### config.mk
export PLATFORM = sky130hd
export DESIGN_NAME = bscan_chain_driver
export DESIGN_NICKNAME = d
export VERILOG_FILES = /design/src/rtl/bscan_chain_driver.sv
export SDC_FILE = /design/constraint.sdc
export NUM_CORES = 1
export LEC_CHECK = 0
export BUFFER_PORTS_ARGS = -buffer_cell sky130_fd_sc_hd__clkbuf_2
export CORE_MARGIN = 2
export CORE_UTILIZATION = 55
export DETAILED_ROUTE_END_ITERATION = 10
export GPL_TIMING_DRIVEN = 0
export PLACE_DENSITY_LB_ADDON = 0.1
export SLEW_MARGIN = 20
export SYNTH_ARGS = -nofsm -noshare
export SYNTH_HDL_FRONTEND = slang
export SYNTH_SLANG_ARGS = --single-unit
### constraint.sdc
create_clock -name tck -period 2 [get_ports tck]
set_input_delay 0.2 -clock tck [delete_from_list [all_inputs] [get_ports tck]]
set_output_delay 0.2 -clock tck [all_outputs]
set_load 0.01 [all_outputs]
### src/rtl/bscan_chain_driver.sv
// Host-side boundary scan sequencer: one capture/shift/update pass per accepted start,
// serialising the load vector onto tdi while collecting tdo into capture_data_out.
module bscan_chain_driver #(
  parameter int unsigned CHAIN_LENGTH   = 32,
  parameter int unsigned CAPTURE_CYCLES = 2
) (
  input  logic                    tck,
  input  logic                    reset_n,
  input  logic                    start,
  input  logic                    abort,
  input  logic                    test_mode_req,
  input  logic [CHAIN_LENGTH-1:0] load_vector,
  input  logic                    tdo,
  output logic                    tdi,
  output logic [3:0]              control,
  output logic                    ready,
  output logic                    busy,
  output logic                    done,
  output logic [CHAIN_LENGTH-1:0] capture_data_out
);

  localparam int unsigned CW = $clog2(CHAIN_LENGTH + 1);
  localparam logic [CW-1:0] CAP_LAST   = CW'(CAPTURE_CYCLES - 1);
  localparam logic [CW-1:0] SHIFT_LAST = CW'(CHAIN_LENGTH - 1);

  typedef enum logic [2:0] {IDLE, CAPTURE, SHIFT, UPDATE, DONE} state_t;

  state_t                  state, state_n;
  logic [CW-1:0]           cnt, cnt_n;
  logic [CHAIN_LENGTH-1:0] tx, tx_n, rx, rx_n, cap_n;
  logic                    mode, mode_n;
  logic                    tdi_n, ready_n, busy_n, done_n;
  logic [3:0]              control_n;

  always_comb begin
    state_n = state;
    cnt_n   = cnt;
    tx_n    = tx;
    rx_n    = rx;
    mode_n  = mode;
    cap_n   = capture_data_out;
    unique case (state)
      IDLE: begin
        if (start) begin
          tx_n    = load_vector;
          mode_n  = test_mode_req;
          rx_n    = '0;
          cnt_n   = '0;
          state_n = CAPTURE;
        end
      end
      CAPTURE: begin
        if (abort) begin
          state_n = IDLE;
        end else if (cnt == CAP_LAST) begin
          cnt_n   = '0;
          state_n = SHIFT;
        end else begin
          cnt_n = cnt + CW'(1);
        end
      end
      SHIFT: begin
        if (abort) begin
          state_n = IDLE;
        end else begin
          tx_n = tx << 1;
          rx_n = {rx[CHAIN_LENGTH-2:0], tdo};
          if (cnt == SHIFT_LAST) begin
            cnt_n   = '0;
            state_n = UPDATE;
          end else begin
            cnt_n = cnt + CW'(1);
          end
        end
      end
      UPDATE: begin
        // The update pulse has already reached the chain; abort only withholds the result.
        if (abort) begin
          state_n = IDLE;
        end else begin
          cap_n   = rx;
          state_n = DONE;
        end
      end
      DONE:    state_n = IDLE;
      default: state_n = IDLE;
    endcase
  end

  // Outputs are registered from the next-state values so they line up with the state they describe.
  always_comb begin
    tdi_n     = (state_n == SHIFT) ? tx_n[CHAIN_LENGTH-1] : 1'b0;
    ready_n   = (state_n == IDLE);
    busy_n    = (state_n == CAPTURE) || (state_n == SHIFT) || (state_n == UPDATE);
    done_n    = (state_n == DONE);
    control_n = {mode_n, state_n == UPDATE, state_n == SHIFT, state_n == CAPTURE};
  end

  always_ff @(posedge tck or negedge reset_n) begin
    if (!reset_n) begin
      state            <= IDLE;
      cnt              <= '0;
      tx               <= '0;
      rx               <= '0;
      mode             <= 1'b0;
      tdi              <= 1'b0;
      control          <= '0;
      ready            <= 1'b1;
      busy             <= 1'b0;
      done             <= 1'b0;
      capture_data_out <= '0;
    end else begin
      state            <= state_n;
      cnt              <= cnt_n;
      tx               <= tx_n;
      rx               <= rx_n;
      mode             <= mode_n;
      tdi              <= tdi_n;
      control          <= control_n;
      ready            <= ready_n;
      busy             <= busy_n;
      done             <= done_n;
      capture_data_out <= cap_n;
    end
  end

endmodule

==> flow_summary_export.csv <==
group,metric,value,unit
die,core,8130,sq um
die,pin_count,78,
synth,synth_area_leaders,"dfrtp_1 (62%), mux2_2 (8.2%), a222oi_1 (6.6%)",
synth,syn_avg_cell_area,11.6,sq um
global_route,antenna_found_initial,0,
layout,diodes,0,
pwr,peakVddDrop,856,uV
timing,slew_violations,0,
clock_network,cts_tree,"yes",
synth,synth_top_area_share,61.6,%
pwr,power_leakage,3.08,nW
global_route,grt_pass1_vias,3613,
timing,fin_worst_skew,0.00726,ns
global_route,grt_pass1_wl,17.2,mm
detailed_routing,drtPass1Iterations,9,
setup_path,cp_common_cell,"buf_2",
pwr,pwr-share-seq,38.4,%
clock_network,clkSinkCount,113,
setup_path,path_cells,"nor2_2 > o21ai_2 > buf_2 > buf_2 > a222oi_1 > inv_1",
pwr,p_int,5.55,mW
setup_path,path_class,"reg2reg",
status,status,"finished clean",
clock_network,htreeDepth,4,
synth,synthCells,393,
pwr,clkPwrFrac,42.1,%
timing,setup_violations,0,
pwr,switching_share,28.2,%
setup_path,cpPeakStageDelay,0.49,ns
clock_network,cts_buffers,17,
hold_path,hold_class,"in2reg",
synth,synthesis.nets,433,
timing,tns,0,ns
global_route,grt-ovfl-total,0,
die,die_y,95.0,microns
timing,maxSlewHeadroom,64.4,%
detailed_routing,routed_wl,10.4,mm
die,initial_utilization,56.0,%
timing,rsz0062_at_grt,"false",
timing,fin_crit_sh,93.9,%
clock_network,clkLatencyLatePin,0.51,ns
setup_path,critPathLaunchType,"flop",
pwr,fin_total_pwr,7.73,mW
clock_network,cts.path.max_buffers,2,
synth,yosysTopAreaCell,"dfrtp_1",
pwr,power.switching,2.18,mW
timing,max_freq,532,MHz
global_route,grt_usage,25.4,%
detailed_routing,vias,3536,
placement,dp.final_hpwl,6.23,mm
layout,post_route_cells_drive_above_1_share,31.3,%
timing,period_minus_slack,1.88,ns
layout,fillers,543,
synth,netlist_area,4550,sq um
synth,synth_cell_types,37,
job,drv_cap,0,
die,floorplan.rows,33,
layout,nNetsFinal,564,
setup_path,cp_max_fo,10,
placement,gp_congestion,0.803,
timing,finalHoldViolCount,0,
pwr,power_density,1260,nW/um^2
setup_path,endpoint_kind,"flop",
global_route,grt_start_max_net_pins,59,
detailed_routing,ant_nets,0,
layout,final_area,6130,sq um
setup_path,slowest_stage,"dfrtp_1",
pwr,power_frac_comb,19.6,%
placement,numPortBuffers,77,
detailed_routing,drtIter0Drc,282,
synth,synth_seq_area_share,62.1,%
clock_network,clk_pin_slew_worst_paths,0.06,ns
detailed_routing,remaining_drc_errors,0,
setup_path,cp.arrival,2.26,ns
detailed_routing,viasPerCell,5.51,
die,dieArea,9020,sq um
timing,worst_pin_slew,0.534,ns
clock_network,clock-root-buffer,"clkbuf_8",
layout,syn_to_final_growth,34.6,%
synth,yosysWarningCount,0,
detailed_routing,wl_per_cell,16.2,microns
placement,placed_area,5110,sq um
synth,synth-seq-cells,113,
setup_path,critical_path_required,2.38,ns
die,die_x,95.0,microns
[registers in the layout (all words and copies together), names as in the netlist]
signal and cells:
rx 32, cnt 6, tdi 1, done 1, busy 1, ready 1
state 3, tx 32, capture_data_out 32, control 4
[per-stage QoR]
stage | cells | hold WS, ns | utilization (%) | setup slack (ns)
finish | 642 | 0.151 | 75.3 | 0.121
global placement | 575 | 0.407 | 62.3 | -0.813
floorplan | 393 | -0.0956 | - | 0.261
CTS | 642 | 0.119 | 75.0 | 0.00599
global route | 642 | 0.152 | 75.3 | 0.00457
detailed placement | 576 | 0.204 | 62.8 | -0.287
[routing by layer]
layer  wire [microns]  track usage (%)
met1             4440             32.1
met2             5250             41.0
met3              582             7.26
met4              146             11.0
met5                0                0
[power by group through the flow]
stage                     Clock, mW  Sequential (mW)  Combinational, mW
after global placement            0             2.96               1.33
after floorplan                   0             2.92              0.971
after CTS                      3.29             2.94               1.47
after global routing           3.40             3.00               1.68
final                          3.25             2.97               1.51
after detailed placement          0             2.97               1.40
[cell usage in the layout, fill, tap and decap left out, drive strengths merged, types with 4 or more instances in the layout]
master / Yosys / layout
clkbuf: 21 / 118
dfrtp: 112 / 112
nand2: 70 / 70
dlygate4sd3: 0 / 35
o21ai: 34 / 34
inv: 33 / 33
mux2: 33 / 33
a222oi: 30 / 30
buf: 7 / 8
nor2: 6 / 6
clkinv: 0 / 5
bufinv: 0 / 5
a22o: 4 / 4
nor2b: 4 / 4
[Yosys cell counts (all sizes together)]
library cell,number
inv,33
o21ai,34
nand2,70
nor4b,1
and3,2
or2,2
a21oi,1
a211o,2
a21o,1
o21bai,1
a21boi,2
a211oi,3
nand2b,2
a311o,1
o21a,1
or4,1
clkbuf,21
o31ai,2
a21bo,1
nand3,3
mux2,33
a222oi,30
ha,2
buf,7
nor2b,4
a22o,4
nor4,2
a31oi,1
and2,3
a2111oi,3
dfstp,1
a2bb2oi,1
nor2,6
dfrtp,112
[final timing paths]
check / cells past startpoint / start / slack, ns / end
max reg2reg: 6 / state[0] / 0.12 / tx[18]
min in group asynchronous: 2 / reset_n / 0.22 / cnt[2]
min reg2reg: 2 / rx[31] / 0.49 / rx[31]
min: 3 / load_vector[31] / 0.15 / tx[31]
max in group asynchronous: 3 / reset_n / 1.16 / tx[0]
max: 6 / state[0] / 0.12 / tx[18]
[final cells by class]
type	count	area, sq um	area share, %
repair buffers	114	779	12.7
clock inverters	11	183	2.98
well taps	105	131	2.14
clock buffers	21	459	7.49
plain buffers	26	121	1.98
inverters	33	124	2.02
flip-flops and latches	113	2830	46.2
multi-input cells	219	1500	24.5
[logic make-up after synthesis]
kind of cell    synth area share, %
buf+inv                        5.22
flops                          62.1
fa+ha+maj                     0.550
compound gates                 14.6
mux                            8.16
simple gates                   9.34
[repair_timing]
action	4_1_cts	5_1_grt
endpoints found under the setup margin	39	82
hold buffers	35	0
pin swaps	0	1
hold endpoints to repair	92	0
gates resized for setup	3	22
buffers inserted	0	1
[critical path: cells and delay by family, from the launching register on]
kind / cells / cell delay [ns]
buffers and inverters: 3 / 0.52
DFF: 1 / 0.49
and+or+nand+nor: 1 / 0.23
AOI/OAI and AO/OA: 2 / 0.50
Note: power is estimated with default switching activity, not from simulation.
